[src/rtl/demux_1to2_buffered_pkg.sv]
// Shared constants for the buffered 1-to-2 demultiplexer: channel select codes
// and FIFO pointer sizing.
package demux_1to2_buffered_pkg;

    localparam int  DEMUX_DEPTH = 2;
    localparam int  PTR_W       = $clog2(DEMUX_DEPTH);

    localparam logic CH0 = 1'b0;
    localparam logic CH1 = 1'b1;

    // Keeps pointer vectors at least one bit wide.
    function automatic int ptr_width(input int depth);
        return (depth > 1) ? $clog2(depth) : 1;
    endfunction

endpackage

[src/rtl/demux_1to2_buffered_fifo.sv]
// sync_fifo_buffer: DEPTH-entry FIFO with a registered head word that holds its
// last value once the FIFO drains (0 after reset).
module sync_fifo_buffer
    import demux_1to2_buffered_pkg::*;
#(
    parameter int NBits = 32,
    parameter int DEPTH = 2
) (
    input  logic             clk,
    input  logic             reset,
    input  logic             push,
    input  logic [NBits-1:0] push_data,
    input  logic             pop,
    output logic             full,
    output logic             empty,
    output logic [NBits-1:0] head
);

    localparam int PW = ptr_width(DEPTH);

    logic [NBits-1:0] mem [DEPTH];
    logic [PW-1:0]    wr_ptr;
    logic [PW-1:0]    rd_ptr;
    logic [PW:0]      count;
    logic             do_push;
    logic             do_pop;

    assign full    = (count == (PW + 1)'(DEPTH));
    assign empty   = (count == '0);
    assign do_push = push && !full;
    assign do_pop  = pop && !empty;

    always_ff @(posedge clk) begin
        if (do_push) begin
            mem[wr_ptr] <= push_data;
        end
    end

    // Pointers wrap naturally because DEPTH is a power of two.
    always_ff @(posedge clk or negedge reset) begin
        if (!reset) begin
            wr_ptr <= '0;
            rd_ptr <= '0;
            count  <= '0;
        end else begin
            if (do_push) begin
                wr_ptr <= wr_ptr + 1'b1;
            end
            if (do_pop) begin
                rd_ptr <= rd_ptr + 1'b1;
            end
            case ({do_push, do_pop})
                2'b10:   count <= count + 1'b1;
                2'b01:   count <= count - 1'b1;
                default: count <= count;
            endcase
        end
    end

    // Head is the word that will be at rd_ptr after this edge; it only changes
    // when a new word becomes visible, so it holds after the last pop.
    always_ff @(posedge clk or negedge reset) begin
        if (!reset) begin
            head <= '0;
        end else if (do_push && (count == (PW + 1)'(do_pop))) begin
            head <= push_data;
        end else if (do_pop && (count > (PW + 1)'(1))) begin
            head <= mem[rd_ptr + 1'b1];
        end
    end

endmodule

[src/rtl/demux_1to2_buffered.sv]
// Steers one producer stream into one of two buffered consumer channels.
// Optional DEMUX_STATS_EN adds per-channel accepted-transfer counters Count0/Count1.
module demux_1to2_buffered
    import demux_1to2_buffered_pkg::*;
#(
    parameter int NBits = 32,
    parameter int DEPTH = 2
) (
    input  logic             clk,
    input  logic             reset,
    input  logic             Selector,
    input  logic [NBits-1:0] DataIn,
    input  logic             InValid,
    output logic             InReady,
    output logic [NBits-1:0] Data0,
    output logic             Valid0,
    input  logic             Ready0,
    output logic [NBits-1:0] Data1,
    output logic             Valid1,
    input  logic             Ready1
`ifdef DEMUX_STATS_EN
    ,
    output logic [31:0]      Count0,
    output logic [31:0]      Count1
`endif
);

    logic full0, full1;
    logic empty0, empty1;
    logic accept;
    logic push0, push1;

    assign InReady = (Selector == CH1) ? !full1 : !full0;
    assign accept  = InValid && InReady;
    assign push0   = accept && (Selector == CH0);
    assign push1   = accept && (Selector == CH1);
    assign Valid0  = !empty0;
    assign Valid1  = !empty1;

    sync_fifo_buffer #(.NBits(NBits), .DEPTH(DEPTH)) u_fifo0 (
        .clk       (clk),
        .reset     (reset),
        .push      (push0),
        .push_data (DataIn),
        .pop       (Ready0),
        .full      (full0),
        .empty     (empty0),
        .head      (Data0)
    );

    sync_fifo_buffer #(.NBits(NBits), .DEPTH(DEPTH)) u_fifo1 (
        .clk       (clk),
        .reset     (reset),
        .push      (push1),
        .push_data (DataIn),
        .pop       (Ready1),
        .full      (full1),
        .empty     (empty1),
        .head      (Data1)
    );

`ifdef DEMUX_STATS_EN
    always_ff @(posedge clk or negedge reset) begin
        if (!reset) begin
            Count0 <= '0;
            Count1 <= '0;
        end else begin
            if (push0) begin
                Count0 <= Count0 + 1'b1;
            end
            if (push1) begin
                Count1 <= Count1 + 1'b1;
            end
        end
    end
`endif

endmodule

[config.mk]
export PLATFORM = sky130hd
export DESIGN_NAME = demux_1to2_buffered
export DESIGN_NICKNAME = d
export VERILOG_FILES = /design/src/rtl/demux_1to2_buffered_pkg.sv /design/src/rtl/demux_1to2_buffered_fifo.sv /design/src/rtl/demux_1to2_buffered.sv
export SDC_FILE = /design/constraint.sdc
export NUM_CORES = 1
export LEC_CHECK = 0
export ABC_AREA = 1
export CORE_MARGIN = 4
export CORE_UTILIZATION = 44
export DETAILED_ROUTE_END_ITERATION = 12
export PLACE_DENSITY = 0.79
export SKIP_CTS_REPAIR_TIMING = 1
export SLEW_MARGIN = 20
export SYNTH_ARGS = -nofsm -noshare
export SYNTH_HDL_FRONTEND = slang
export SYNTH_SLANG_ARGS = --single-unit
[constraint.sdc]
create_clock -name clk -period 2.5 [get_ports clk]
set_input_delay 0.5 -clock clk [delete_from_list [all_inputs] [get_ports clk]]
set_output_delay 0.5 -clock clk [all_outputs]
set_load 0.02 [all_outputs]
# ---- Yosys cells after proc, flatten, opt, wreduce, memory -nomap -nowiden
# Memory sizes are Yosys's and may differ from the RTL's.
# Cells that the tools add are included.
# Widths: inputs -> output; s select.
dict set report op_classes {
  magnitude_cmp 2
  mux 11
  n_addsub 8
  n_reduce_logical 21
  eq_ne 8
  bitwise_logic 1
}
# op count
set op_table {}
lappend op_table {{$mux 32} 4}
lappend op_table {{$logic_and 1x1->1} 11}
lappend op_table {{$eq 2x2->1 const B} 4}
lappend op_table {{$pmux 2 s2} 2}
lappend op_table {{$reduce_bool 2->1} 4}
lappend op_table {{$mux 1} 5}
lappend op_table {{$add 1x1->1 const B} 4}
lappend op_table {{$add 2x1->2 const B} 2}
lappend op_table {{$eq 2x1->1} 2}
lappend op_table {{$eq 2x1->1 const B} 2}
lappend op_table {{$gt 2x1->1 const B} 2}
lappend op_table {{$logic_not 1->1} 4}
lappend op_table {{$logic_not 2->1} 2}
lappend op_table {{$sub 2x1->2 const B} 2}
lappend op_table {{$not 1->1} 1}
dict set report totals {
  out_inout_bits 67
  mem_bits_rw 128
  ff_bits 72
  memories 2
  input_bits 38
}
# memory depth width read_ports rd_ports_with_merged_regs wr line
set memory_table {}
lappend memory_table {u_fifo0.mem 2 32 1 0 1 demux_1to2_buffered_fifo.sv:21} ;# logic [NBits-1:0] mem [DEPTH];
lappend memory_table {u_fifo1.mem 2 32 1 0 1 demux_1to2_buffered_fifo.sv:21}

# ---- Depth between registers and ports, before layout
# Gate-level depths: netlist (run 1).
dict set report logic_depth {
  word_depth 8
  ltp_mapped 10
}

# ---- Hierarchy
# Synthesis (run 1) repeated with hierarchy kept, for this count alone.
dict set report unflattened {
  cells_unflattened 765
  area_unflattened_um2 9362.7
}
# mod cells_per_inst area_each_um2 n_inst seq_area_each_um2
set by_module_without_submodules {}
lappend by_module_without_submodules {sync_fifo_buffer 377 4658.2 2 2822.7}
lappend by_module_without_submodules {demux_1to2_buffered 11 46.3 1 0.0}

# ---- Worst setup path after synthesis (run 1)
# No wires, ideal clock.
dict set report synth_timing {
  path_kind {reg-to-reg}
  startpoint {reg u_fifo0.count[1]}
  endpoint {mem u_fifo0.mem[0][0] (enable)}
  period_less_slack_ps 2688
  t_arrival_ps 2267
  path_stages_with_launch 5
  required_ps 2079
  setup_ps 421
  path_buffers 0
  path_slack_ps -188
  path_cell_list {dfrtp_1 > ha_1 > nor2_2 > nand2_4 > nor2_1}
}
dict set report synth_between {
  elab_chain_cells 8
}
# element line
set synth_lines {}
lappend synth_lines {{start: declaration} demux_1to2_buffered_fifo.sv:24} ;# logic [PW:0] count;
lappend synth_lines {{start signal: assignment} demux_1to2_buffered_fifo.sv:53} ;# 2'b10: count <= count + 1'b1;
lappend synth_lines {{start signal: assignment} demux_1to2_buffered_fifo.sv:54} ;# 2'b01: count <= count - 1'b1;
lappend synth_lines {{start signal: assignment} demux_1to2_buffered_fifo.sv:55} ;# default: count <= count;
lappend synth_lines {{$eq 2x2->1 (*)} demux_1to2_buffered_fifo.sv:28} ;# assign full = (count == (PW + 1)'(DEPTH));
lappend synth_lines {{$logic_not 1->1 (*)} {demux_1to2_buffered_fifo.sv:30, demux_1to2_buffered.sv:33}}
lappend synth_lines {{$mux 1} demux_1to2_buffered.sv:33} ;# assign InReady = (Selector == CH1) ? !full1 : !full0;
lappend synth_lines {{$logic_and 1x1->1} demux_1to2_buffered.sv:34} ;# assign accept = InValid && InReady;
lappend synth_lines {{$logic_and 1x1->1} demux_1to2_buffered.sv:35} ;# assign push0 = accept && (Selector == CH0);
lappend synth_lines {{$logic_and 1x1->1 (*)} demux_1to2_buffered_fifo.sv:30} ;# assign do_push = push && !full;
lappend synth_lines {{$mux 1 (*)} demux_1to2_buffered_fifo.sv:34} ;# if (do_push) begin
lappend synth_lines {{$mux 1 (implied by the code) (*)} demux_1to2_buffered_fifo.sv:35} ;# mem[wr_ptr] <= push_data;
lappend synth_lines {{end: declaration} demux_1to2_buffered_fifo.sv:21}
# Every way passes the cells marked *; elsewhere a longest branch is shown, timed or not.

# ---- Worst setup path after layout (run 1)
dict set report layout_timing {
  startpoint {reg u_fifo1.count[0]}
  endpoint {out Valid1}
}
dict set report layout_between {
  elab_chain_cells 2
}
# element line
set layout_lines {}
lappend layout_lines {{start: declaration} demux_1to2_buffered_fifo.sv:24}
lappend layout_lines {{start signal: assignment} demux_1to2_buffered_fifo.sv:53}
lappend layout_lines {{start signal: assignment} demux_1to2_buffered_fifo.sv:54}
lappend layout_lines {{start signal: assignment} demux_1to2_buffered_fifo.sv:55}
lappend layout_lines {{$logic_not 2->1} demux_1to2_buffered_fifo.sv:29} ;# assign empty = (count == '0);
lappend layout_lines {{$logic_not 1->1} demux_1to2_buffered.sv:38} ;# assign Valid1 = !empty1;
lappend layout_lines {{end: declaration} demux_1to2_buffered.sv:19} ;# output logic Valid1,
# No other way between the ends.

==> results_dict.tcl, run 1 <==
set metrics [dict create \
    r2r-start "u_fifo1.count[0]" \
    port_buffers 104 \
    clock_latency_ps 440 \
    gr-usage-met1_pct 25.7 \
    fin_hold_ws_ps 19.3 \
    worstPathRequired_ps 2000 \
    cts_root_buf "clkbuf_16" \
    final_area_um2 10600 \
    syn_inst 752 \
    drt-wirelength-per-cell_um 18.9 \
    synth_compound_area_share_pct 0.173 \
    htree_levels 4 \
    use_met2_pct 33.7 \
    ant_nets 0 \
    power_density_nw_per_um2 1190 \
    timing.rr.end "u_fifo1.head[0]" \
    hold_class "in2async" \
    tightest_slew_ps 751 \
    fin_crit_ps 2390 \
    worstSetupEndpointType "output port" \
    yosys.area.top_type "edfxtp_1" \
    cts.reportedPaths.clkPinSlew_ps 70 \
    timing_hold_violations_final 0 \
    synth_area_um2 8660 \
    path_class "reg2out" \
    path_cells "inv_1 -> ha_1 -> inv_1 -> clkdlybuf4s50_1" \
    status "completed" \
    netlist.area_leader.share_pct 44.4 \
    yosys_warnings 0 \
    io_pins 105 \
    critPathBufInv 3 \
    r2r_cells 9 \
    placed_area_um2 10000 \
    critical_path_arrival_ps 1890 \
    drive_gt1_share_pct 19.1 \
    syn_avg_cell_area_um2 11.5 \
    finalSetupViolations 0 \
    cts_made_buffers 17 \
    ys_seq_area_share_pct 65.2 \
    viasPerCell 5.26 \
    gr-max-usage-layer "met2" \
    p_leak_nw 4.38 \
    row_count 51 \
    n_fill_cell 1639 \
    clock_sinks 200 \
    area_growth_pct 22.3 \
    slew_viol_final 0 \
    die_height_um 148 \
    fin_crit_sh_pct 95.5 \
    diodes 0 \
    synth-seq-cells 200 \
    cap_viol_max_count 0 \
    grt_setup_unrepaired "no" \
    cp_slowest_cell "clkdlybuf4s50_1" \
    wirelength_mm 21.4 \
    setup_tns_ps 0 \
    dp_worst_setup_slack_ps 260 \
    synth_top_family_by_area "simple AND/OR/NAND/NOR gates" \
    cts_max_path_buffers 2 \
    grt_max_degree 43 \
    grt_pass1_vias 6110 \
    grtUsageMet3_pct 4.84 \
    setup_ws_ps 112 \
    seq_area_um2 5650 \
    syn_nets 798 \
    cp_num_cells 4 \
    dp_hpwl_mm 13.5 \
    drtPass1Iterations 5 \
    r2r_slack_ps 540 \
    cp_common_cell "inv_1" \
    relSlewSlack_pct 49.8 \
    antenna_found_initial 0 \
    drc 0 \
    power_mw 12.6 \
    placed_cells_incl_taps 1102 \
    fin_skew_ps 6.42 \
    grt-ovfl-total 0 \
    max_freq_mhz 419 \
    cts_tree "built" \
    crit_path_end "Valid1" \
    die_w_um 148 \
    startpoint "u_fifo1.count[0]" \
    die_area_um2 22000 \
    slowest_delay_ps 620 \
    cp-start-kind "flip-flop" \
    final_cells 1134 \
    synth_fa_ha_area_share_pct 1.16 \
    synth-xor-area-share_pct 0.809 \
    synthMuxAreaShare_pct 0 \
    synth_area_leaders "edfxtp_1 (44%), dfrtp_1 (21%), nand2_1 (10%)" \
    fp.coreArea_um2 19400 \
    critPathTopFamily "buffers and inverters" \
    route.vias.total 5967 \
    grt_usage_pct 20.1 \
    path_max_fanout 4 \
    yosysUniqueCellTypes 24 \
    layout.nets 902 \
    initial_core_util_pct 44.7 \
    place.gp.congestion 0.763 \
    grt_pass1_wl_mm 33.7 \
    utilization_pct 54.6 \
    synth-simple-area-share_pct 28.6 \
    irDropWorstVdd_uv 677 \
    first_iter_violations 531 \
    multiInputGateArea_um2 2690 \
]
-- flip-flops by register name (all words and copies together) (netlist names) --
| name | flops |
|---|---|
| u_fifo1.head | 32 |
| u_fifo0.rd_ptr | 1 |
| u_fifo1.mem | 64 |
| u_fifo1.count | 2 |
| u_fifo0.wr_ptr | 1 |
| u_fifo1.wr_ptr | 1 |
| u_fifo1.rd_ptr | 1 |
| u_fifo0.count | 2 |
| u_fifo0.mem | 64 |
| u_fifo0.head | 32 |
-- synth_stat cells (all sizes together) --
| cell | instances |
|---|---|
| xor2 | 4 |
| dfrtp | 72 |
| nand3 | 195 |
| nor2 | 9 |
| edfxtp | 128 |
| nand2 | 270 |
| buf | 38 |
| inv | 15 |
| clkbuf | 6 |
| o21ai | 3 |
| ha | 8 |
| xnor2 | 4 |
-- cell families (layout without fill, tap and decap cells) --
logic type	count (synthesis)	after routing
adders and majority gates	8	8
and+or+nand+nor	474	474
buffers and inverters	59	176
AOI/OAI and AO/OA	3	3
DFF	200	200
xor gates and xnor gates	8	8
-- power by group --
| group | total (mW) | switching (mW) | internal [mW] |
|---|---|---|---|
| clock | 2.63 | 1.31 | 1.32 |
| sequential | 4.92 | 0.545 | 4.37 |
| combinational | 5.07 | 3.13 | 1.95 |
-- worst min path at each step --
| stage | to | slack, ps |
|---|---|---|
| after global routing | u_fifo0.head[7] | 40 |
| final | u_fifo0.head[7] | 20 |
| after floorplan | u_fifo0.count[0] | 200 |
| after CTS | u_fifo0.head[7] | 20 |
| after detailed placement | u_fifo0.head[7] | 490 |
| after global placement | u_fifo0.head[7] | 480 |
-- final cells by class --
class,instances,share of cell area (%)
repair buffers,129,12.3
multi-input cells,493,25.4
clock inverters,14,1.20
well taps,265,3.13
clock buffers,18,4.05
inverters,15,0.579
flip-flops and latches,200,53.3
-- worst register-to-register path, stage by stage (launching register included) --
cell and delay [ps]:
dfrtp_1 420, inv_1 100, ha_1 210, inv_1 110, nand2_1 130, nand2_1 80
nand2_1 120, nand2_4 450, nand3_1 170, nand3_1 110
-- cell usage in the layout, fill, tap and decap left out, types with 2 or more instances in the layout --
| cell type | n |
|---|---|
| nand3_1 | 134 |
| xor2_1 | 4 |
| ha_1 | 8 |
| nand2_4 | 4 |
| buf_12 | 6 |
| inv_1 | 11 |
| clkdlybuf4s50_1 | 102 |
| xnor2_1 | 4 |
| buf_4 | 20 |
| clkbuf_16 | 17 |
| inv_6 | 11 |
| nor2_4 | 6 |
| dfrtp_1 | 71 |
| o21ai_0 | 3 |
| nand2_2 | 31 |
| nand2_1 | 235 |
| inv_2 | 3 |
| inv_8 | 2 |
| edfxtp_1 | 128 |
| nand3_2 | 60 |
| clkinv_4 | 2 |
-- routing by layer --
| layer | routed length [µm] | share of wire [%] |
|---|---|---|
| met1 | 8570 | 40 |
| met2 | 10900 | 51 |
| met3 | 1630 | 7.6 |
| met4 | 374 | 1.7 |
| met5 | 0 | 0 |
Note: power is estimated with default switching activity, not from simulation.
==> inputs of run 2 (changes only) <==
Settings changed: SKIP_LAST_GASP set to 1, TNS_END_PERCENT set to 30.
==> results_dict.tcl, run 2 (synthesized netlist as in run 1, its figures left out) <==
set metrics [dict create \
    status "completed" \
    fin_skew_ps 7.17 \
    tightest_slew_ps 658 \
    drive_gt1_share_pct 19.0 \
    io_pins 105 \
    hold_class "in2async" \
    cp_slowest_cell "clkdlybuf4s50_1" \
    ant_nets 0 \
    cts.reportedPaths.clkPinSlew_ps 70 \
    final_area_um2 10600 \
    first_iter_violations 392 \
    setup_tns_ps 0 \
    drtPass1Iterations 5 \
    diodes 0 \
    slowest_delay_ps 650 \
    final_cell_mix "nand2_1 (235), nand3_1 (134), edfxtp_1 (128)" \
    cp-start-kind "flip-flop" \
    grtUsageMet3_pct 4.91 \
    drc 0 \
    fin_crit_sh_pct 98.6 \
    r2r_cells 9 \
    power_density_nw_per_um2 1200 \
    relSlewSlack_pct 56.1 \
    die_height_um 148 \
    irDropWorstVdd_uv 728 \
    grt-ovfl-total 0 \
    grt_max_degree 40 \
    grt_setup_unrepaired "yes" \
    critPathTopFamily "buffers and inverters" \
    clock_latency_ps 430 \
    power_mw 12.8 \
    antenna_found_initial 0 \
    layout.nets 902 \
    worstSetupEndpointType "output port" \
    port_buffers 104 \
    n_fill_cell 1623 \
    die_w_um 148 \
    placed_area_um2 10000 \
    r2r-start "u_fifo0.count[1]" \
    worstPathRequired_ps 2000 \
    placed_cells_incl_taps 1102 \
    path_class "reg2out" \
    critical_path_arrival_ps 1970 \
    max_freq_mhz 406 \
    initial_core_util_pct 44.7 \
    cts_tree "built" \
    use_met2_pct 33.2 \
    r2r_slack_ps 510 \
    cap_viol_max_count 0 \
    critPathBufInv 3 \
    dp_hpwl_mm 13.3 \
    cts_max_path_buffers 2 \
    place.gp.congestion 0.778 \
    timing.rr.end "u_fifo0.head[21]" \
    p_leak_nw 4.40 \
    layout_commonest_cell "nand2_1" \
    fp.coreArea_um2 19400 \
    route.vias.total 5959 \
    slew_viol_final 0 \
    row_count 51 \
    wirelength_mm 21.0 \
    drt-wirelength-per-cell_um 18.5 \
    final_cells 1134 \
    viasPerCell 5.25 \
    finalSetupViolations 0 \
    grt_usage_pct 19.6 \
    grt_pass1_vias 6009 \
    fin_crit_ps 2470 \
    cts_root_buf "clkbuf_16" \
    area_growth_pct 22.7 \
    fin_hold_ws_ps 60.3 \
    path_cells "inv_2 -> ha_1 -> inv_1 -> clkdlybuf4s50_1" \
    die_area_um2 22000 \
    gr-max-usage-layer "met2" \
    reg.largest.list "u_fifo0.mem (64), u_fifo1.mem (64)" \
    gr-usage-met1_pct 25.0 \
    grt_pass1_wl_mm 33.2 \
    timing_hold_violations_final 0 \
    path_max_fanout 4 \
    htree_levels 4 \
    clock_sinks 200 \
    cts_made_buffers 17 \
]
==> run 2: cell type report <==
cell class | count | area, µm² | area share (%)
repair buffers | 129 | 1280 | 12.0
clock buffers | 17 | 425 | 4.00
inverters | 15 | 61.3 | 0.577
flip-flops and latches | 200 | 5650 | 53.1
clock inverters | 15 | 196 | 1.85
multi-input cells | 493 | 2690 | 25.3
well taps | 265 | 332 | 3.12
==> run 2: worst register-to-register path: cells and delay by family, from the launching register on <==
kind	cells	cell delay, ps
DFF	1	500
buffers and inverters	2	210
and+or+nand+nor	6	1040
adders and majority gates	1	190
==> run 2: where the power goes <==
part / total (mW) / leakage (nW) / internal [mW] / switching [mW]
logic: 5.01 / 2.03 / 1.92 / 3.09
clock network: 2.84 / 0.301 / 1.60 / 1.24
registers: 4.93 / 2.07 / 4.37 / 0.555
total: 12.8 / 4.40 / 7.89 / 4.88
==> run 2: stage by stage <==
step / setup WS [ps] / utilization (%)
2_1_floorplan: -188 / -
3_3_place_gp: 249 / 51.6
3_5_place_dp: 211 / 51.6
4_1_cts: -82.7 / 54.8
5_1_grt: -56.0 / 54.8
6_report: 34.8 / 54.8
==> run 2: routing by layer <==
layer / part of all wire (%) / routed length [µm]
met2: 51 / 10600
met3: 7.1 / 1480
met5: 0 / 0
met1: 40 / 8430
met4: 2.2 / 462
==> run 2: worst max-delay path by stage <==
stage                                 from  cells after the start                end  slack [ps]
after global routing      u_fifo0.count[1]                      4             Valid0         -60
after CTS                 u_fifo1.count[0]                      6            InReady         -80
after global placement            Selector                      4            InReady         250
after floorplan           u_fifo0.count[1]                      4  u_fifo0.mem[0][0]        -190
final                     u_fifo0.count[1]                      4             Valid0          30
after detailed placement          Selector                      8   u_fifo0.head[21]         210
==> inputs of run 3 (changes only) <==
Settings changed: PLACE_DENSITY 0.79 to 0.76.
Clock period 2.5 ns to 2.4 ns, I/O delays scaled along.
==> results_dict.tcl, run 3 (synthesized netlist as in run 1, its figures left out) <==
set metrics [dict create \
    irDropWorstVdd_uv 705 \
    worstSetupEndpointType "output port" \
    ant_nets 0 \
    htree_levels 4 \
    grt-ovfl-total 0 \
    cts_root_buf "clkbuf_16" \
    port_buffers 104 \
    layout_commonest_cell "nand2_1" \
    cts.reportedPaths.clkPinSlew_ps 70 \
    switchingPower_mw 5.05 \
    die_area_um2 22000 \
    p_sw_share_pct 38.6 \
    p_seq_share_pct 39.0 \
    initial_core_util_pct 44.7 \
    grtUsageMet3_pct 5.33 \
    path_max_fanout 4 \
    setup_tns_ps -93.5 \
    power_density_nw_per_um2 1240 \
    clock_sinks 200 \
    path_class "reg2out" \
    fin_crit_ps 2470 \
    place.gp.congestion 0.738 \
    fin_crit_sh_pct 103 \
    diodes 0 \
    tightest_slew_ps 597 \
    finalSetupViolations 2 \
    final_cell_mix "nand2_1 (235), nand3_1 (134), edfxtp_1 (128)" \
    cap_viol_max_count 0 \
    setup_ws_ps -65.3 \
    gr-usage-met1_pct 23.6 \
    violations "negative setup slack" \
    first_iter_violations 460 \
    antenna_found_initial 0 \
    die_w_um 148 \
    cts_max_path_buffers 2 \
    p_leak_nw 4.37 \
    grt_pass1_wl_mm 31.5 \
    die_height_um 148 \
    dp_hpwl_mm 12.7 \
    relSlewSlack_pct 60.2 \
    clock_latency_ps 440 \
    max_freq_mhz 406 \
    use_met2_pct 30.9 \
    placed_area_um2 10000 \
    final_area_um2 10600 \
    area_growth_pct 22.1 \
    fin_hold_ws_ps 29.9 \
    route.vias.total 5855 \
    io_pins 105 \
    gr-max-usage-layer "met2" \
    fin_skew_ps 12.7 \
    pwr-share-clk_pct 21.0 \
    intPower_mw 8.02 \
    worstPathRequired_ps 1920 \
    timing_hold_violations_final 0 \
    reg.largest.list "u_fifo0.mem (64), u_fifo1.mem (64)" \
    drt-wirelength-per-cell_um 17.6 \
    grt_pass1_vias 5718 \
    critical_path_arrival_ps 1990 \
    grt_setup_unrepaired "yes" \
    drive_gt1_share_pct 19.0 \
    power_mw 13.1 \
    layout.nets 903 \
    cp-start-kind "flip-flop" \
    grt_usage_pct 18.6 \
    drc 0 \
    drtPass1Iterations 7 \
    wirelength_mm 20.0 \
    cts_made_buffers 17 \
    status "finished with violations" \
    row_count 51 \
    comb_power_share_pct 39.9 \
    grt_max_degree 39 \
    viasPerCell 5.16 \
    slew_viol_final 0 \
    cts_tree "built" \
    hold_class "in2async" \
    utilization_pct 54.5 \
    fp.coreArea_um2 19400 \
]
==> run 3: cell types whose count changed in the layout (fill, tap and decap cells not counted) <==
| cell | delta |
|---|---|
| buf_12 | -1 |
| buf_4 | +2 |
| bufinv_16 | -2 |
| clkbuf_1 | +1 |
| clkinv_2 | -2 |
| clkinv_8 | -1 |
| clkinvlp_4 | +3 |
| inv_8 | +1 |
==> run 3: area by class of cell <==
cell class / instances / area (µm²)
repair buffers: 130 / 1270
fillers: 1642 / 8820
clock inverters: 14 / 144
multi-input cells: 493 / 2690
clock buffers: 18 / 429
flip-flops and latches: 200 / 5650
inverters: 15 / 61.3
well taps: 265 / 332
==> run 3: stage by stage <==
step                instances  setup slack, ps
CTS                      1135             -187
global placement         1103              181
floorplan                 752             -288
detailed placement       1103              130
finish                   1135            -65.3
global route             1135             -166
==> run 3: critical path: stages (launching register included) <==
cell and delay, ps:
dfrtp_1 500, inv_2 110, ha_1 200, inv_1 80
clkdlybuf4s50_1 670
==> run 3: path summary, 6_finish.rpt <==
check,startpoint,endpoint,slack [ps],depth (start not counted)
max,u_fifo0.count[1],Valid0,-70,4
min,reset,u_fifo0.head[12],30,1
max reg2reg,u_fifo0.count[1],u_fifo0.head[30],380,9
min reg2reg,u_fifo0.head[21],u_fifo0.head[21],520,2
max in group asynchronous,reset,u_fifo1.head[21],1760,2
min in group clk,u_fifo0.head[21],u_fifo0.head[21],520,2
==> run 3: routing by layer <==
| layer | wire (µm) | vias up |
|---|---|---|
| met1 | 8270 | 2851 |
| met2 | 9850 | 209 |
| met5 | 0 | - |
| met4 | 412 | 0 |
| li1 | - | 2771 |
| met3 | 1430 | 24 |
==> run 3: power by group through the flow <==
| stage | Clock [mW] | Sequential, mW | Combinational [mW] |
|---|---|---|---|
| 3_5_place_dp | 0 | 5.17 | 5.25 |
| 2_1_floorplan | 0 | 5.65 | 2.67 |
| 6_report | 2.75 | 5.10 | 5.22 |
| 3_3_place_gp | 0 | 5.16 | 5.14 |
| 5_1_grt | 2.95 | 5.18 | 5.68 |
| 4_1_cts | 2.79 | 5.10 | 5.27 |
